$ cat config.mk
export PLATFORM = sky130hd
export DESIGN_NAME = watch_bcd_sched
export DESIGN_NICKNAME = d
export VERILOG_FILES = /design/src/rtl/watch_bcd_sched.sv
export SDC_FILE = /design/constraint.sdc
export NUM_CORES = 1
export LEC_CHECK = 0
export CORE_ASPECT_RATIO = 1.2
export CORE_MARGIN = 2
export CORE_UTILIZATION = 28
export DETAILED_ROUTE_END_ITERATION = 8
export SETUP_SLACK_MARGIN = 0.2
export SLEW_MARGIN = 20
export SYNTH_ARGS = -nofsm -noshare
export SYNTH_HDL_FRONTEND = slang
export SYNTH_SLANG_ARGS = --single-unit
export TNS_END_PERCENT = 50
$ cat constraint.sdc
create_clock -name clk -period 2.2 [get_ports clk]
set_input_delay 0.44 -clock clk [delete_from_list [all_inputs] [get_ports clk]]
set_output_delay 0.44 -clock clk [all_outputs]
set_load 0.005 [all_outputs]
$ cat src/rtl/watch_bcd_sched.sv
// Round-robin scheduler feeding one shared 8-bit binary-to-BCD (double-dabble) converter.
// Optional WATCH_BCD_OVF_EN adds an ovf output flagging a non-zero hundreds digit.
module watch_bcd_sched #(
  parameter int W = 8
) (
  input  logic         clk,
  input  logic         rst,
  input  logic [2:0]   req,
  input  logic [W-1:0] bin0,
  input  logic [W-1:0] bin1,
  input  logic [W-1:0] bin2,
  output logic [2:0]   gnt,
  output logic         busy,
  output logic         done,
  output logic [1:0]   done_id,
  output logic [3:0]   hun,
  output logic [3:0]   ten,
  output logic [3:0]   one
`ifdef WATCH_BCD_OVF_EN
  ,
  output logic         ovf
`endif
);

  localparam logic [1:0] IDLE  = 2'd0;
  localparam logic [1:0] LOAD  = 2'd1;
  localparam logic [1:0] SHIFT = 2'd2;
  localparam logic [1:0] DONE  = 2'd3;

  logic [1:0]   state;
  logic [1:0]   win;
  logic [1:0]   lg;
  logic [1:0]   pick;
  logic [W-1:0] op;
  logic [W-1:0] pick_bin;
  logic [11:0]  scr;
  logic [11:0]  scr_adj;
  logic [11:0]  scr_nxt;
  logic [2:0]   cnt;
  logic         sample;

  function automatic logic [3:0] adj(input logic [3:0] d);
    return (d >= 4'd5) ? d + 4'd3 : d;
  endfunction

  // Search order starts just after the last granted requester.
  always_comb begin
    pick = 2'd0;
    case (lg)
      2'd0:    if (req[1]) pick = 2'd1; else if (req[2]) pick = 2'd2; else pick = 2'd0;
      2'd1:    if (req[2]) pick = 2'd2; else if (req[0]) pick = 2'd0; else pick = 2'd1;
      default: if (req[0]) pick = 2'd0; else if (req[1]) pick = 2'd1; else pick = 2'd2;
    endcase
  end

  always_comb begin
    pick_bin = bin0;
    case (pick)
      2'd1:    pick_bin = bin1;
      2'd2:    pick_bin = bin2;
      default: pick_bin = bin0;
    endcase
  end

  // DONE also samples requests so back-to-back conversions run every 10 cycles.
  assign sample  = ((state == IDLE) || (state == DONE)) && (req != 3'b000);
  assign scr_adj = {adj(scr[11:8]), adj(scr[7:4]), adj(scr[3:0])};
  assign scr_nxt = {scr_adj[10:0], op[cnt]};

  assign busy = (state != IDLE);
  assign done = (state == DONE);
  assign gnt  = (state == LOAD) ? (3'b001 << win) : 3'b000;

  always_ff @(posedge clk or posedge rst) begin
    if (rst) begin
      state   <= IDLE;
      win     <= 2'd0;
      lg      <= 2'd2;
      op      <= '0;
      scr     <= '0;
      cnt     <= 3'd0;
      done_id <= 2'd0;
      hun     <= 4'd0;
      ten     <= 4'd0;
      one     <= 4'd0;
`ifdef WATCH_BCD_OVF_EN
      ovf     <= 1'b0;
`endif
    end else begin
      case (state)
        LOAD: begin
          lg    <= win;
          scr   <= '0;
          cnt   <= 3'd7;
          state <= SHIFT;
        end
        SHIFT: begin
          scr <= scr_nxt;
          cnt <= cnt - 3'd1;
          // Result registers load on the last shift so they are valid alongside done.
          if (cnt == 3'd0) begin
            state   <= DONE;
            hun     <= scr_nxt[11:8];
            ten     <= scr_nxt[7:4];
            one     <= scr_nxt[3:0];
            done_id <= win;
`ifdef WATCH_BCD_OVF_EN
            ovf     <= (scr_nxt[11:8] != 4'd0);
`endif
          end
        end
        default: begin
          if (sample) begin
            state <= LOAD;
            win   <= pick;
            op    <= pick_bin;
          end else begin
            state <= IDLE;
          end
        end
      endcase
    end
  end

endmodule

==> impl.org <==
** Worst setup path
- The most critical setup path has its startpoint at lg[1]$_DFFE_PP1P_.
- Number of stages on the worst setup path :: 9
- Crit path launch type :: register
- Data on the critical path is required at its endpoint by 2.38 ns.
- The largest single stage delay on the critical path is 0.57 ns.
- Crit-path max FO :: 6
- Kind of cell with the highest combined delay on the critical path :: flip-flops
- Cells traversed along the worst timing path :: inv_2, or3_4, o21ai_2, inv_2, ha_4, buf_4, buf_4, a21oi_1, o21ai_1
- R2R cell count :: 9
- Critical register-to-register path endpoint :: op[3]$_DFFE_PP0P_
- Critical path data arrival time :: 2.14 ns
- Reg2reg setup slack :: 0.23 ns
- STA classifies the critical path endpoint as a register.
- The critical path in this run is classified as register to register.
- The critical path contains buffers and inverters numbering 4 combined.
- The slowest stage of the critical path is the sky130_fd_sc_hd__dfstp_2 cell.
- The worst register-to-register path begins at lg[1]$_DFFE_PP1P_.
- Last element of the critical path :: op[3]$_DFFE_PP0P_

** Finish
- For this run, the number of standard cells in the final layout without fillers is 392.
- Once layout is done, the placed cells without fillers occupy 3110 sq um.
- Area overhead of the layout relative to synthesis :: 37.8%
- Final net count :: 342
- Final core area utilization :: 0.402
- 0 antenna diodes ended up in the layout.
- Fraction of layout cells with a size suffix above 1 :: 0.153
- The layout has 769 filler cells.

** Yosys
- Synth cell types :: 34
- Part of the Yosys area used for sequential elements :: 0.477
- Cell types with the highest counts after synthesis :: 42 x sky130_fd_sc_hd__dfrtp_1, 29 x sky130_fd_sc_hd__nand2_1, 23 x sky130_fd_sc_hd__o21ai_1, 20 x sky130_fd_sc_hd__inv_1, 17 x sky130_fd_sc_hd__a21oi_1
- In the synthesized netlist the dominant register cell turns out to be sky130_fd_sc_hd__dfrtp_1.
- The most common cell in the synthesized netlist is sky130_fd_sc_hd__dfrtp_1.
- Per-instance average area after synthesis :: 9.49 sq um
- Warnings from Yosys :: 0
- Netlist Area Pre-Place :: 2260 sq um
- Share of Yosys cell area claimed by the top area cell type :: 0.465
- Syn nets :: 281
- Post-synth top area cell :: sky130_fd_sc_hd__dfrtp_1
- Sorting the synthesized cells by area gives the leading types as sky130_fd_sc_hd__dfrtp_1 47%, sky130_fd_sc_hd__ha_1 7.8%, sky130_fd_sc_hd__o21ai_1 5.1%.
- Count of mapped cells out of synthesis :: 238
- Async set or reset register ratio after synthesis :: 1.00
- Number of enable-type register cells in the synthesized netlist :: 0
- The synthesized design contains 43 register bits.

** Clocking
- In this run, CTS created clock tree buffers numbering 5.
- H-Tree Depth :: 2
- TritonCTS built the clock tree.
- Clock-pin slew was measured on the worst setup and hold paths at 0.08 ns.
- Root cell of the clock tree :: sky130_fd_sc_hd__clkbuf_8
- Deepest clock path buffer count :: 2
- For this design, the CTS-stage hold fixing added 0 buffers.
- Clock sink total :: 43
- The later pin in the worst-skew pair is clocked with a latency of 0.30 ns.

** Timing
- Measured against its own limit, the worst slew margin works out to 0.640.
- Final-report max-slew violation count :: 0
- Final worst path period need :: 1.97 ns
- Setup repair after global routing missed its margin :: yes
- Across all setup checks in the final design, the least slack found is 0.233 ns.
- Clock skew on the completed layout was measured at 0.0126 ns.
- Final-report hold violation count :: 0
- Dividing the final minimum period by the clock period gives 0.894.
- Finish-stage setup viols :: 0
- For the pin with the worst max-slew slack, the measured transition is 0.539 ns.
- Static timing analysis puts the maximum clock frequency at 508 MHz.

** Power
- In this run the static leakage power is 1.40 nW.
- Total power divided by cell area :: 1120 nW/um^2
- PnR Total Power :: 0.00347 W
- IR analysis of the VDD net gives a maximum drop of 0.717 mV.

** Route
- Overall via count from detail_route :: 1,814
- Average wire per cell in the routed design :: 11.5 microns
- Final wirelength :: 4520 microns
- After detailed routing, the number of remaining DRC violations is 0.
- The first TritonRoute pass finished after 4 iterations.
- Remaining number of nets flagged by the antenna check after routing :: 0
- After detailed routing, the number of vias per cell comes to 4.63.
- First-iteration detailed-routing DRC count :: 58

** Placed design
- Number of buffer cells added on primary ports :: 47
- Post-detail-place hpwl :: 3290 microns
- In this run the cell area measured after placement is 2840 sq um.
- Once placement completed, the tool counted placed cells totaling 373.
- Post-placement worst setup slack :: -0.197 ns
- Global placement routability congestion :: 0.718

** GRT
- The via count of the first global-routing pass is 1,808.
- The initial antenna violation count was 0.
- For this run, the total global-route usage over all layers was measured as 0.111.
- Entering global routing, the biggest net connects 44 pins.
- Wire length of the first global-routing pass :: 7860 microns
- After global routing the overflow that remains totals 0.

** Floorplanning
- Pin placement for this block handled 48 I/O pins.
- The initial utilization of the core area, before any placement, comes to 0.291.
- Die height :: 102 microns
- The die is 86.0 microns wide.
- The initialized floorplan defines 35 standard-cell rows.
- The core region is 7750 sq um.
- Die ar. :: 8800 sq um

** Run
- Across the run, the number of max-cap violations was 0.

** Run status
- Status :: finished clean

** Min path
- Type of the most critical hold path :: register to register
[sequential cells by signal (all words and copies together), names as in the netlist]
signal and flops:
one 4, op 8, cnt 3, scr 12, lg 2, win 2, done_id 2, hun 4
ten 4, state 2
[stage by stage]
step | hold WS, ns | TNS (ns)
floorplan | 0.455 | 0
global placement | 0.467 | -1.03
detailed placement | 0.476 | -1.44
CTS | 0.495 | 0
global route | 0.526 | 0
finish | 0.485 | 0
[per-layer routing]
metal	track usage	vias to the layer above	share of wire
met5	0	-	0
met4	0.0403	0	0.017
met3	0.0291	5	0.044
met2	0.192	43	0.52
met1	0.134	830	0.42
li1	-	936	-
[cell usage in the layout, fill, tap and decap left out, types with 7 or more instances in the layout]
master                             n
sky130_fd_sc_hd__inv_1            18
sky130_fd_sc_hd__o22ai_1           9
sky130_fd_sc_hd__o21ai_1          23
sky130_fd_sc_hd__o21ai_0           7
sky130_fd_sc_hd__ha_1             11
sky130_fd_sc_hd__nor2_1           13
sky130_fd_sc_hd__nand2_1          29
sky130_fd_sc_hd__buf_4            18
sky130_fd_sc_hd__dfrtp_1          41
sky130_fd_sc_hd__a21oi_1          17
sky130_fd_sc_hd__clkdlybuf4s50_1  41
sky130_fd_sc_hd__a22oi_1           8
[worst reg2reg max path, cell delays in order, from the launching register on]
cell and delay [ns]:
sky130_fd_sc_hd__dfstp_2 0.57, sky130_fd_sc_hd__inv_2 0.05, sky130_fd_sc_hd__or3_4 0.39, sky130_fd_sc_hd__o21ai_2 0.09, sky130_fd_sc_hd__inv_2 0.06, sky130_fd_sc_hd__ha_4 0.24, sky130_fd_sc_hd__buf_4 0.14, sky130_fd_sc_hd__buf_4 0.12
sky130_fd_sc_hd__a21oi_1 0.12, sky130_fd_sc_hd__o21ai_1 0.07
[cells by family after synthesis]
family | synth area share
buffers and inverters | 0.0615
XOR/XNOR | 0.0116
adder cells (fa/ha/maj) | 0.0776
AO/OA/AOI/OAI | 0.171
multiplexers | 0.0820
flip-flops | 0.477
AND/OR/NAND/NOR | 0.120
[final cells by class]
| cell class | count | area (sq um) | share of cell area |
|---|---|---|---|
| clock buffer | 6 | 82.6 | 0.0265 |
| clock inverter | 2 | 35.0 | 0.0113 |
| inverter | 21 | 78.8 | 0.0253 |
| multi-input combinational | 162 | 1100 | 0.353 |
| sequential | 43 | 1080 | 0.346 |
| tap | 92 | 115 | 0.0370 |
| timing repair buffer | 66 | 624 | 0.201 |
[repair_timing]
action                                  CTS  global route
gates resized for setup                  10            13
pin swaps                                 0             2
setup buffers                             2             9
endpoints found under the setup margin   11            10
[power by group]
group          total (W)  switching (W)  internal, W
Sequential       0.00118       0.000156      0.00102
Clock           0.000633       0.000266     0.000367
Combinational    0.00166       0.000796     0.000868
Total            0.00347        0.00122      0.00226
[worst min path at each step]
stage / cells after the start / endpoint / slack, ns / startpoint
2_1_floorplan: 2 / op[0]$_DFFE_PP0P_ / 0.45 / op[0]$_DFFE_PP0P_
3_3_place_gp: 2 / one[3]$_DFFE_PP0P_ / 0.47 / one[3]$_DFFE_PP0P_
3_5_place_dp: 2 / op[6]$_DFFE_PP0P_ / 0.48 / op[6]$_DFFE_PP0P_
4_1_cts: 2 / hun[1]$_DFFE_PP0P_ / 0.49 / hun[1]$_DFFE_PP0P_
5_1_grt: 2 / ten[1]$_DFFE_PP0P_ / 0.53 / ten[1]$_DFFE_PP0P_
6_report: 2 / hun[1]$_DFFE_PP0P_ / 0.49 / hun[1]$_DFFE_PP0P_
Note: power is estimated with default switching activity, not from simulation.
